File: src/rtl/fetch_pkg.sv
//------------------------------------------------------------------------------
// Module      : fetch_pkg
// Description : Shared AXI-lite codes and fetch state type for the prefetcher.
// Revision    : 1.0 - initial release
//------------------------------------------------------------------------------
`default_nettype none

package fetch_pkg;

    typedef enum logic [0:0] {
        RUN  = 1'b0,
        HALT = 1'b1
    } fetch_state_t;

    localparam logic [1:0] C_RRESP_OKAY   = 2'b00;
    localparam logic [2:0] C_ARPROT_INSTR = 3'b100;

endpackage

`default_nettype wire

File: src/rtl/fetch_fifo.sv
//------------------------------------------------------------------------------
// Module      : fetch_fifo
// Description : Synchronous FIFO with flush; head entry visible combinationally.
// Revision    : 1.0 - initial release
//------------------------------------------------------------------------------
`default_nettype none

module fetch_fifo #(
    parameter int DEPTH = 4,
    parameter int WIDTH = 8
) (
    input  logic                         clk,
    input  logic                         rst,
    input  logic                         i_flush,
    input  logic                         i_push,
    input  logic [WIDTH-1:0]             i_data,
    input  logic                         i_pop,
    output logic [WIDTH-1:0]             o_data,
    output logic                         o_valid,
    output logic [$clog2(DEPTH+1)-1:0]   o_count
);

    localparam int c_ptr_w = $clog2(DEPTH);
    localparam int c_cnt_w = $clog2(DEPTH + 1);

    logic [WIDTH-1:0]   r_mem [DEPTH];
    logic [c_ptr_w-1:0] r_wr_ptr;
    logic [c_ptr_w-1:0] r_rd_ptr;
    logic [c_cnt_w-1:0] r_count;

    logic w_do_push;
    logic w_do_pop;

    assign w_do_push = i_push && (r_count != c_cnt_w'(DEPTH));
    assign w_do_pop  = i_pop && (r_count != '0);

    always_ff @(posedge clk) begin
        if (rst) begin
            r_wr_ptr <= '0;
            r_rd_ptr <= '0;
            r_count  <= '0;
            for (int i = 0; i < DEPTH; i++) begin
                r_mem[i] <= '0;
            end
        end else if (i_flush) begin
            r_wr_ptr <= '0;
            r_rd_ptr <= '0;
            r_count  <= '0;
        end else begin
            if (w_do_push) begin
                r_mem[r_wr_ptr] <= i_data;
                r_wr_ptr        <= r_wr_ptr + 1'b1;
            end
            if (w_do_pop) begin
                r_rd_ptr <= r_rd_ptr + 1'b1;
            end
            r_count <= r_count + c_cnt_w'(w_do_push) - c_cnt_w'(w_do_pop);
        end
    end

    assign o_data  = r_mem[r_rd_ptr];
    assign o_valid = (r_count != '0);
    assign o_count = r_count;

endmodule

`default_nettype wire

File: src/rtl/fetch_axil_prefetch.sv
//------------------------------------------------------------------------------
// Module      : fetch_axil_prefetch
// Description : AXI-lite instruction prefetcher with slot reservation, redirect
//               flush and error halt.
// Revision    : 1.0 - initial release
//------------------------------------------------------------------------------
`default_nettype none

module fetch_axil_prefetch
    import fetch_pkg::*;
#(
    parameter int                    ADDR_WIDTH      = 32,
    parameter int                    DATA_WIDTH      = 32,
    parameter int                    FIFO_DEPTH      = 4,
    parameter int                    MAX_OUTSTANDING = 2,
    parameter logic [ADDR_WIDTH-1:0] RESET_PC        = '0
) (
    input  logic                  clk,
    input  logic                  rst,
    input  logic                  i_redirect_valid,
    input  logic [ADDR_WIDTH-1:0] i_redirect_pc,
    output logic                  o_instr_valid,
    output logic [DATA_WIDTH-1:0] o_instr,
    output logic [ADDR_WIDTH-1:0] o_instr_pc,
    output logic                  o_instr_err,
    input  logic                  i_instr_ready,
    output logic [ADDR_WIDTH-1:0] o_axil_araddr,
    output logic [2:0]            o_axil_arprot,
    output logic                  o_axil_arvalid,
    input  logic                  i_axil_arready,
    input  logic [DATA_WIDTH-1:0] i_axil_rdata,
    input  logic [1:0]            i_axil_rresp,
    input  logic                  i_axil_rvalid,
    output logic                  o_axil_rready
);

    localparam int c_inc    = DATA_WIDTH / 8;
    localparam int c_cnt_w  = $clog2(MAX_OUTSTANDING + 1);
    localparam int c_occ_w  = $clog2(FIFO_DEPTH + 1);
    localparam int c_sum_w  = c_occ_w + 1;
    localparam int c_fifo_w = 1 + ADDR_WIDTH + DATA_WIDTH;

    fetch_state_t          r_state;
    logic [ADDR_WIDTH-1:0] r_fetch_pc;
    logic [ADDR_WIDTH-1:0] r_rpc;
    logic [ADDR_WIDTH-1:0] r_araddr;
    logic                  r_arvalid;
    logic                  r_rready;
    logic                  r_ar_stale;
    logic [c_cnt_w-1:0]    r_outstanding;
    logic [c_cnt_w-1:0]    r_drop_cnt;

    logic                  w_ar_hs;
    logic                  w_r_hs;
    logic                  w_r_retire;
    logic                  w_push;
    logic                  w_pop;
    logic                  w_beat_err;
    logic                  w_issue;
    fetch_state_t          w_state_next;
    logic [ADDR_WIDTH-1:0] w_pc_aligned;
    logic [ADDR_WIDTH-1:0] w_fetch_pc_next;
    logic [c_cnt_w-1:0]    w_out_next;
    logic [c_cnt_w-1:0]    w_drop_load;
    logic [c_occ_w-1:0]    w_fifo_count;
    logic [c_occ_w-1:0]    w_occ_next;
    logic [c_sum_w-1:0]    w_sum;
    logic [c_fifo_w-1:0]   w_fifo_rd;

    assign w_ar_hs    = r_arvalid && i_axil_arready;
    assign w_r_hs     = i_axil_rvalid && r_rready;
    assign w_r_retire = w_r_hs && (r_outstanding != '0);
    assign w_pop      = o_instr_valid && i_instr_ready;
    assign w_beat_err = (i_axil_rresp != C_RRESP_OKAY);
    assign w_push     = w_r_hs && (r_drop_cnt == '0) && !i_redirect_valid;

    assign w_pc_aligned = i_redirect_pc & ~ADDR_WIDTH'(c_inc - 1);

    // An AR accepted after a redirect belongs to the old stream, so it must not
    // advance the new fetch address.
    assign w_fetch_pc_next = i_redirect_valid            ? w_pc_aligned :
                             (w_ar_hs && !r_ar_stale)    ? r_fetch_pc + ADDR_WIDTH'(c_inc) :
                                                           r_fetch_pc;

    assign w_state_next = i_redirect_valid         ? RUN  :
                          (w_push && w_beat_err)   ? HALT : r_state;

    assign w_out_next  = r_outstanding + c_cnt_w'(w_ar_hs) - c_cnt_w'(w_r_retire);
    assign w_drop_load = r_outstanding - c_cnt_w'(w_r_retire) + c_cnt_w'(r_arvalid);
    assign w_occ_next  = i_redirect_valid ? '0 :
                         w_fifo_count + c_occ_w'(w_push) - c_occ_w'(w_pop);
    assign w_sum       = c_sum_w'(w_out_next) + c_sum_w'(w_occ_next);

    // Every in-flight request owns a FIFO slot, so R can always be accepted.
    assign w_issue = !i_redirect_valid && (w_state_next == RUN) &&
                     (!r_arvalid || w_ar_hs) &&
                     (w_out_next < c_cnt_w'(MAX_OUTSTANDING)) &&
                     (w_sum < c_sum_w'(FIFO_DEPTH));

    always_ff @(posedge clk) begin
        if (rst) begin
            r_state       <= RUN;
            r_fetch_pc    <= RESET_PC;
            r_rpc         <= RESET_PC;
            r_araddr      <= RESET_PC;
            r_arvalid     <= 1'b0;
            r_rready      <= 1'b0;
            r_ar_stale    <= 1'b0;
            r_outstanding <= '0;
            r_drop_cnt    <= '0;
        end else begin
            r_rready      <= 1'b1;
            r_state       <= w_state_next;
            r_fetch_pc    <= w_fetch_pc_next;
            r_outstanding <= w_out_next;

            if (w_issue) begin
                r_arvalid <= 1'b1;
                r_araddr  <= w_fetch_pc_next;
            end else if (w_ar_hs) begin
                r_arvalid <= 1'b0;
            end

            if (i_redirect_valid && r_arvalid && !w_ar_hs) begin
                r_ar_stale <= 1'b1;
            end else if (w_ar_hs) begin
                r_ar_stale <= 1'b0;
            end

            if (i_redirect_valid) begin
                r_drop_cnt <= w_drop_load;
            end else if (w_r_hs && (r_drop_cnt != '0)) begin
                r_drop_cnt <= r_drop_cnt - 1'b1;
            end

            if (i_redirect_valid) begin
                r_rpc <= w_pc_aligned;
            end else if (w_push) begin
                r_rpc <= r_rpc + ADDR_WIDTH'(c_inc);
            end
        end
    end

    fetch_fifo #(
        .DEPTH (FIFO_DEPTH),
        .WIDTH (c_fifo_w)
    ) u_fifo (
        .clk     (clk),
        .rst     (rst),
        .i_flush (i_redirect_valid),
        .i_push  (w_push),
        .i_data  ({w_beat_err, r_rpc, i_axil_rdata}),
        .i_pop   (w_pop),
        .o_data  (w_fifo_rd),
        .o_valid (o_instr_valid),
        .o_count (w_fifo_count)
    );

    assign o_instr_err    = w_fifo_rd[c_fifo_w-1];
    assign o_instr_pc     = w_fifo_rd[DATA_WIDTH +: ADDR_WIDTH];
    assign o_instr        = w_fifo_rd[DATA_WIDTH-1:0];
    assign o_axil_araddr  = r_araddr;
    assign o_axil_arvalid = r_arvalid;
    assign o_axil_arprot  = C_ARPROT_INSTR;
    assign o_axil_rready  = r_rready;

endmodule

`default_nettype wire
File: config.mk
export PLATFORM = sky130hd
export DESIGN_NAME = fetch_axil_prefetch
export DESIGN_NICKNAME = d
export VERILOG_FILES = /design/src/rtl/fetch_pkg.sv /design/src/rtl/fetch_fifo.sv /design/src/rtl/fetch_axil_prefetch.sv
export SDC_FILE = /design/constraint.sdc
export NUM_CORES = 1
export LEC_CHECK = 0
export ABC_CLOCK_PERIOD_IN_PS = 14800
export CAP_MARGIN = 40
export CORE_MARGIN = 3
export CORE_UTILIZATION = 30
export CTS_BUF_LIST = sky130_fd_sc_hd__clkbuf_4
export CTS_CLUSTER_SIZE = 25
export DETAILED_ROUTE_END_ITERATION = 10
export DONT_BUFFER_PORTS = 1
export GPL_ROUTABILITY_DRIVEN = 0
export PLACE_DENSITY = 0.46
export SYNTH_ARGS = -nofsm -noshare
export SYNTH_HDL_FRONTEND = slang
export SYNTH_HIERARCHICAL = 1
export SYNTH_SLANG_ARGS = --single-unit
File: constraint.sdc
create_clock -name clk -period 14.8 [get_ports clk]
set_input_delay 1.48 -clock clk [delete_from_list [all_inputs] [get_ports clk]]
set_output_delay 1.48 -clock clk [all_outputs]
set_load 0.1 [all_outputs]
Yosys cells after proc, flatten, opt, wreduce, memory -nomap -nowiden
Memories as Yosys holds them, arrays and structs flattened. A register that Yosys moved wholly into a read port is not among the register bits. Index checks and enable logic that the tools add are counted.

Word-level logic and storage cells: 89. Output and inout port bits: 103. Register bits after elaboration: 111. Bits in writable memories: 260. Memories kept: 1.

Memory list: u_fifo.r_mem (depth 4, width 65, rd ports 1, clocked after Yosys merged registers in 1, wr ports 4, RTL line fetch_fifo.sv:26) `logic [WIDTH-1:0] r_mem [DEPTH];`.

Multiplexer cells: 24. Reduce and logical (&&, ||, !) cells: 33. Add/subtract/negate cells: 14. Equal/unequal tests: 1. Bitwise logic cells: 1. $lt $le $gt $ge: 2.

Operators with widths (count): two-way mux 32 bit (4); two-way mux 65 bit (1); OR reduction 65 bit (1); adder 32 x 3 -> 32 bit (second input constant) (2); logical AND 1 bit (17); nonzero test 2 bit (7); two-way mux 1 bit (13); two-way mux 2 bit (5); adder 3 x 1 -> 3 bit (2); subtractor 3 x 1 -> 3 bit (2); adder 2 x 1 -> 2 bit (2); adder 2 x 1 -> 2 bit (second input constant) (2); adder 2 x 3 -> 4 bit (1); zero test 1 bit (4); < comparator 4 x 3 -> 1 bit (second input constant) (1); subtractor 2 x 1 -> 2 bit (2); two-way mux 3 bit (1); inequality test 3 bit (second input constant) (1); nonzero test 3 bit (1); zero test 2 bit (1); < comparator 2 bit (second input constant) (1); OR reduction 2 bit (1); subtractor 2 x 1 -> 2 bit (second input constant) (1); logical OR 1 bit (1); NOT 1 bit (1).

Logic depth before layout (Yosys ltp)
Gate-level depths: netlist (run 1).

Depth in word-level cells: 12. Mapped depth: 15. Depth with buffers taken out: 13.

By module
The synthesis (run 1) kept the hierarchy.

Modules (own cells, without submodules): fetch_fifo (cells an instance 678, times used 1, area each 11703.7 µm²); fetch_axil_prefetch (cells an instance 549, times used 1, area each 5024.8 µm²).

Least setup slack after synthesis (run 1)
OpenSTA, ideal clock, no wires.

Path type: in2reg. Start: in i_redirect_valid. End: mem u_fifo/r_mem[3][0] (netlist bit) (enable). Data required time: 14.215 ns. Path buffers: 3. Library setup time: 0.585 ns. Cell stages on the path: 6. Slack: 6.874 ns. Data arrival time: 7.341 ns. Cells stage by stage: clkbuf_8 clkbuf_1 buf_1 nor2_1 or2b_1 o31ai_1.

RTL lines: start, declared (RTL line fetch_axil_prefetch.sv:20) `input logic i_redirect_valid,`; end, declared (RTL line fetch_fifo.sv:26).

==> impl_results.md, run 1 <==
- Crit path kind: reg2out
- Max Cap Violations: 0
- CP cell instances: buf_12, buf_4, mux4_2
- Yosys top cell by area: edfxtp_1
- GR Util All Layers: ~15%
- Share of layout cells above drive strength 1: 26.30%
- Routed vias/inst: 4.697
- Maximum clock rate: 0.2157 GHz
- Status: finished, final reports clean
- H-tree levels: 3
- Postcts setup bufs: 0
- First-pass GRT wire length: slightly below 70000 um
- Actual slew at the worst max-slew pin: about 0.84 ns
- Worst Slack Setup Final: a little over 10 ns
- Crit path DAT: around 3.2 ns
- Avg Synthesized Cell Area: around 14 um^2
- Core Area: ~54000 um^2
- Num CTS Buffers: around 110
- Final Setup Violations: 0
- Delay-heaviest family, CP: multiplexers
- Static Leakage: between 7 and 8 nW
- TritonRoute pass-1 iters: 4
- Critical R2R Capture: o_axil_araddr[17]
- Logic pwr share: approximately 14%
- Reg2Reg Setup Slack: between 10 and 15 ns
- Int Pwr: 1.806 mW
- WP depth: 3
- Quantity of gates resized following cts: 0
- Ys Warns: 6
- Worst Hold Class: reg2reg
- Top FF cell, synth: edfxtp_1
- Detail Route Antenna Nets: 0
- I/O Buffers: 0
- Flip-flop and latch count after synthesis: 371
- Total Wirelength: about 44000 um
- Nets: 1411
- DRC viols: 0
- Hold_buf cts: 0
- Multi-input logic area: roughly 6300 um^2
- Worst flop-to-flop path startpoint: u_fifo/o_count[1]
- Post-synth EDFFs: 260
- Worst Skew: roughly 0.039 ns
- Layout fillers: approximately 5.4k
- CP max stage cell: mux4_2
- RSZ-0062 raised after global routing: no
- Clock sink count: 371
- CP max FO: 26
- Initial antenna violation count: 4
- Die Ht: approximately 240 um
- Cell Area, Synth: 16730 um^2
- Initial Utilization: 30.72%
- Crit path capture type: primary output
- P&R area growth vs syn: 17.31%
- Register area: 10040 um^2
- Post-layout min period: between 4 and 5 ns
- Max clock buf depth: 3
- Sw frac: between 20% and 30%
- Fin Setup TNS: 0 ns
- End point of the critical path: o_instr_pc[20]
- Dpl ws: 10.12 ns
- Die ar.: roughly 60000 um^2
- PwrDens: 129.6 nW/um^2
- GRT Residual Overflow: 0
- Largest net degree at the start of global routing: 74
- Ranking of synthesized cells by area: edfxtp_1, dfxtp_1, mux4_2, and2_1, and2_2
- Final Hold Viols: 0
- Initial DRC count: about 360
- Synth top area share: a little under half
- I/O Pins: ~180
- Worst path max stage delay: 0.89 ns
- Vias in the first global route: 10.76k
- Via count: between 10k and 15k
- Sequential fraction of the synthesis area: between 50% and 60%
- Width of the die: 242.1 um
- CP Buf/Inv Count: 2
- Syn Inst Count: between 1k and 1.5k
- R2R cell count: 15
- Num rows: 85
- Final Cycle Share: a little under a third
- Max-slew violations: 0
- CP Launch Type: flip-flop
- Clock transition at path regs: about 0.06 ns
- Placed wire-length estimate: 26740 um
- Worst rel slew slack: roughly 44%
- Worst Path Required: approximately 13 ns
- Clock share of power: between 30% and 40%
- Switching power total: between 0.7 and 0.8 mW
- Post-synthesis cell type count: 70
- Drt wl/cell: 20.54 um
- CTS root buffer: clkbuf_4
- Worst IR Drop VDD: between 0.08 and 0.09 mV
- Flop pwr share: ~48%
- Worst-Skew Late Latency: 0.81 ns
- Async SR Flop Fraction: 0%
- CTS tree: yes
## cell usage in the layout (no fill, tap or decap), types with 7 or more instances in the layout
master	n
edfxtp_1	260
and2_1	225
clkbuf_4	165
dfxtp_1	109
mux4_2	65
and2_2	44
nor2_1	43
nand2_1	43
o21a_1	28
a21boi_0	26
xnor2_1	25
buf_8	24
inv_1	22
nand3_1	21
xor2_1	21
nand4_1	20
a21oi_1	17
nor3_1	16
buf_16	16
o22a_1	15
clkinv_1	15
buf_4	15
o31a_1	14
o21ai_0	12
ha_1	12
conb_1	11
and4_1	8
nor4_1	8
a211oi_1	8
and3_1	7
## power groups by stage
stage               sequential, mW  combinational (mW)  clock [mW]
floorplan                     1.33               0.160           0
global placement              1.34               0.196           0
detailed placement            1.23               0.370           0
CTS                           1.21               0.371        1.02
global route                  1.22               0.385        1.07
finish                        1.21               0.366       0.968
## cell usage after synthesis, drive strengths merged (3+ instances only)
cell type  count
and2         269
nor3          16
o31a          14
xor2          21
nand4         21
a21oi         17
mux4          65
inv           23
nor2          44
buf           30
o21ai         16
xnor2         25
or2            7
nor4          15
o21a          28
nor2b          5
nand3         23
nor3b          6
mux2i          3
a31oi          5
and3           7
dfxtp        111
a21boi        26
o22a          15
nand2         43
or3            5
a21o           4
clkbuf        44
ha            12
and4           9
edfxtp       260
a211oi         8
## stage by stage
step           utilization [%]  hold slack [ns]  power [mW]  area [um^2]  std cells
2_1_floorplan                -           0.4289       1.487        16760       1236
3_5_place_dp             33.51           0.4524       1.602        18250       1957
4_1_cts                  36.02           0.4683       2.597        19620       2142
5_1_grt                  36.04           0.4986       2.674        19620       2145
3_3_place_gp             31.99           0.4468       1.532        17420       1915
6_report                 36.04           0.4664       2.543        19620       2145
## registers in the layout (all words and copies together), names as in the netlist, named ones only
register	count
r_ar_stale	1
o_axil_rready	1
o_axil_araddr	32
u_fifo/r_mem	260
u_fifo/o_count	3
u_fifo/r_wr_ptr	2
o_axil_arvalid	1
u_fifo/r_rd_ptr	2
r_fetch_pc	32
r_state	1
r_outstanding	2
r_rpc	30
r_drop_cnt	2
## cell type report
cell class	instances	share of cell area, %
well taps	739	4.712
diodes	3	0.03826
flip-flops and latches	371	51.15
inverters	23	0.4399
clock buffers	165	6.312
repair buffers	56	4.756
multi-input cells	768	31.92
clock inverters	20	0.6695
## worst reg2reg max path, cell delays in order, from the launching register on
cell     delay [ns]
dfxtp_1        0.43
or3_1          0.54
and2_1         0.27
ha_1           0.30
inv_1          0.04
ha_1           0.18
fa_1           0.48
nor2b_1        0.14
ha_1           0.24
nand3_1        0.08
nand4_1        0.13
nor4_4         0.16
buf_4          0.42
nor2_1         0.23
buf_4          0.23
o22a_1         0.19
## kinds of logic after synthesis
group	synth area share [%]
compound gates	6.268
xor+xnor	2.685
fa+ha+maj	1.137
buf+inv	3.074
flops	59.96
mux	8.998
other cells	0.04489
simple gates	17.84
## per-layer routing
metal	up-vias	part of all wire, %	GRT usage (%)
met5	-	0	0
met4	0	1.8	4.615
met3	69	7.1	5.257
met2	287	48	24.90
met1	4955	43	18.80
li1	4764	-	-
## how the worst min path moves through the flow
stage | startpoint | endpoint | slack [ns] | depth (start not counted)
2_1_floorplan | r_fetch_pc[0] | r_fetch_pc[0] | 0.43 | 1
5_1_grt | r_fetch_pc[0] | r_fetch_pc[0] | 0.50 | 1
4_1_cts | r_fetch_pc[1] | r_fetch_pc[1] | 0.47 | 1
6_report | r_fetch_pc[1] | r_fetch_pc[1] | 0.47 | 1
3_5_place_dp | r_fetch_pc[1] | r_fetch_pc[1] | 0.45 | 1
3_3_place_gp | r_fetch_pc[1] | r_fetch_pc[1] | 0.45 | 1
No activity file was read; power rests on OpenSTA's default activity.
==> run 2, diff against run 1 <==
ABC_CLOCK_PERIOD_IN_PS = 4100   (was 14800)
PLACE_DENSITY = 0.47   (was 0.46)
clock period = 4.1 ns   (was 14.8 ns; I/O delays follow)
==> run 2 against run 1 <==
Against the previous run:
- die area is the same
- power grew to 3.6 times the previous value
- global-route usage shrank 0.080 points
- design area grew 3.4%
- clock-buffer cell count shrank 7
- clock skew shrank 0.00090 ns
- first-iteration DRC count grew 47%
- sequential share of layout area shrank 1.7 points
- worst setup slack lost 9.8 ns
- routed wire length shrank 0.98%
- largest cell class unchanged
==> impl_results.md, run 2 (same netlist as run 1, synthesis figures left out) <==
- Status: finished, final reports clean
- Overall power: 9.127 mW (+260%)
- Worst IR Drop VDD: 0.3177 mV (+290%)
- Placed cell area: 18200 um^2 (-0.25%)
- Initial Utilization: 30.72% (unchanged)
- CP dominant cell by count: ha_1
- First-pass GRT wire length: 67810 um (+0.70%)
- Max clock buf depth: 3 (unchanged)
- Max Cap Violations: 0 (unchanged)
- GRT Residual Overflow: 0 (unchanged)
- Vias in the first global route: 11.16k (+3.7%)
- GR Util All Layers: 15.07% (-0.080 points)
- Via count: 10.35k (+2.7%)
- TritonRoute pass-1 iters: 4 (unchanged)
- Post-layout min period: around 3.7 ns
- Share of layout cells above drive strength 1: 25.15% (-1.1 points)
- Worst Skew: 0.03820 ns (-0.0008961 ns)
- Initial antenna violation count: 3 (-1)
- Core Area: 54450 um^2 (unchanged)
- Drt wl/cell: 19.65 um (-4.3%)
- CTS tree: yes
- CP Launch Type: flip-flop
- CTS root buffer: clkbuf_4
- Post-route insts no fill: 2220 (+3.5%)
- CP cell instances: or3_1, and2_1, ha_1, inv_1, ha_1, fa_1, nor2b_1, ha_1, nand3_1, nand4_1, nor4_4, buf_4, or2_2, a21oi_1
- Worst path max stage delay: 0.48 ns (-0.41 ns)
- Width of the die: 242.1 um (unchanged)
- Register name with the most flops: u_fifo/r_mem
- Final Cycle Share: 91.25%
- Num CTS Buffers: 102 (-2.9%)
- Post-layout util: 37.28% (+1.2 points)
- Final instance area: 20300 um^2 (+3.4%)
- Max reg flops: 260 (unchanged)
- RSZ-0062 raised after global routing: no
- Clock transition at path regs: 0.06 ns (about the same)
- Worst Slack Setup Final: 0.3589 ns (-9.805 ns)
- Crit path capture type: flip-flop
- H-tree levels: 3 (unchanged)
- I/O Buffers: 0 (unchanged)
- Crit path kind: reg2reg
- DRC viols: 0 (unchanged)
- Final Setup Violations: 0 (unchanged)
- Total Wirelength: 43630 um (-0.98%)
- Maximum clock rate: 0.2673 GHz
- Int Pwr: 6.438 mW (+260%)
- Logic pwr share: 15.4% (+1.0 points)
- Die ar.: 58630 um^2 (unchanged)
- Crit path DAT: 4.41 ns (+1.25 ns)
- Detail Route Antenna Nets: 0 (unchanged)
- Sw frac: 29.46% (+0.47 points)
- Largest net degree at the start of global routing: 67 (-9.5%)
- Initial DRC count: 524 (+47%)
- Clock share of power: 36.7% (-1.4 points)
- # placed instances: 1960 (+0.15%)
- Worst rel slew slack: 38.08% (-5.9 points)
- PwrDens: 449.6 nW/um^2 (+250%)
- Actual slew at the worst max-slew pin: 0.9203 ns (+0.08056 ns)
- Num rows: 85 (unchanged)
- Worst-Skew Late Latency: 0.82 ns (about the same)
- Quantity of gates resized following cts: 0 (unchanged)
- Clock sink count: 371 (unchanged)
- CP max FO: 39 (+50%)
- Placed wire-length estimate: 26660 um (-0.27%)
- Worst Path Required: 4.77 ns (-8.55 ns)
- Dpl ws: 0.3898 ns (-9.734 ns)
- Static Leakage: 7.448 nW (+4.1%)
- Worst Hold Class: in2reg
- CP max stage cell: fa_1
- Max-slew violations: 0 (unchanged)
- Fin Setup TNS: 0 ns (unchanged)
- Flop pwr share: 47.9% (+0.3 points)
- P&R area growth vs syn: 21.35%
- I/O Pins: 175 (unchanged)
- Die Ht: 242.1 um (unchanged)
- Switching power total: 2.688 mW (+260%)
- Commonest non-fill, non-tap cell in the layout: edfxtp_1
- Nets: 1488 (+5.5%)
- Commonest non-fill, non-tap cells in the layout: edfxtp_1, and2_1, clkbuf_4, dfxtp_1, dlygate4sd3_1
- Worst hold slack: 0.1445 ns (-0.3219 ns)
- Routed vias/inst: 4.661 (-0.76%)
- Final Hold Viols: 0 (unchanged)
==> run 2: changes by cell type in the layout (fill, tap and decap cells not counted) <==
cell | before | now
buf_16 | 16 | 12
dlygate4sd3_1 | 0 | 75
buf_2 | 0 | 1
clkinvlp_4 | 0 | 2
buf_4 | 15 | 21
inv_2 | 1 | 5
clkinv_2 | 3 | 2
buf_12 | 1 | 6
clkbuf_4 | 165 | 158
bufinv_16 | 2 | 1
diode_2 | 3 | 6
buf_8 | 24 | 21
clkinv_1 | 15 | 10
==> run 2: area by class of cell <==
class                           count  area [um^2]
Fill cell                        5327        34150
Sequential cell                   371        10040
Multi-Input combinational cell    768         6265
Timing Repair Buffer              136         1679
Clock buffer                      158         1186
Tap cell                          739        924.6
Clock inverter                     19        107.6
Inverter                           23        86.33
Antenna cell                        6        15.01
==> run 2: per-layer routing <==
layer / vias to the layer above / wire length [um] / GRT usage [%]
li1: 4914 / - / -
met1: 5099 / 18710 / 18.67
met2: 265 / 21190 / 24.82
met3: 70 / 2870 / 5.113
met4: 0 / 849 / 4.738
met5: - / 0 / 0
==> run 2: final timing paths <==
path,from,to,slack (ns),cells after the start
setup / recovery,u_fifo/o_count[2],o_axil_araddr[7],0.36,14
hold / removal,i_axil_arready,r_outstanding[1],0.14,4
setup reg to reg,u_fifo/o_count[2],o_axil_araddr[7],0.36,14
hold reg to reg,r_fetch_pc[0],r_fetch_pc[0],0.48,1
==> run 2: power groups by stage <==
stage | combinational, mW | sequential [mW] | clock, mW
after global routing | 1.48 | 4.39 | 3.72
final | 1.41 | 4.37 | 3.35
after global placement | 0.711 | 4.82 | 0
after CTS | 1.42 | 4.37 | 3.53
after detailed placement | 1.33 | 4.45 | 0
after floorplan | 0.578 | 4.79 | 0
==> run 2: what timing repair did <==
item / CTS / global route
setup buffers: 0 / 0
hold buffers: 77 / 0
hold endpoints to repair: 239 / 0
==> run 2: critical path, delay by kind of cell (launching register included) <==
family | cells | cell delay, ns
simple gates | 7 | 1.47
buf+inv | 2 | 0.46
flops | 1 | 0.37
compound gates | 1 | 0.10
fa+ha+maj | 4 | 1.19
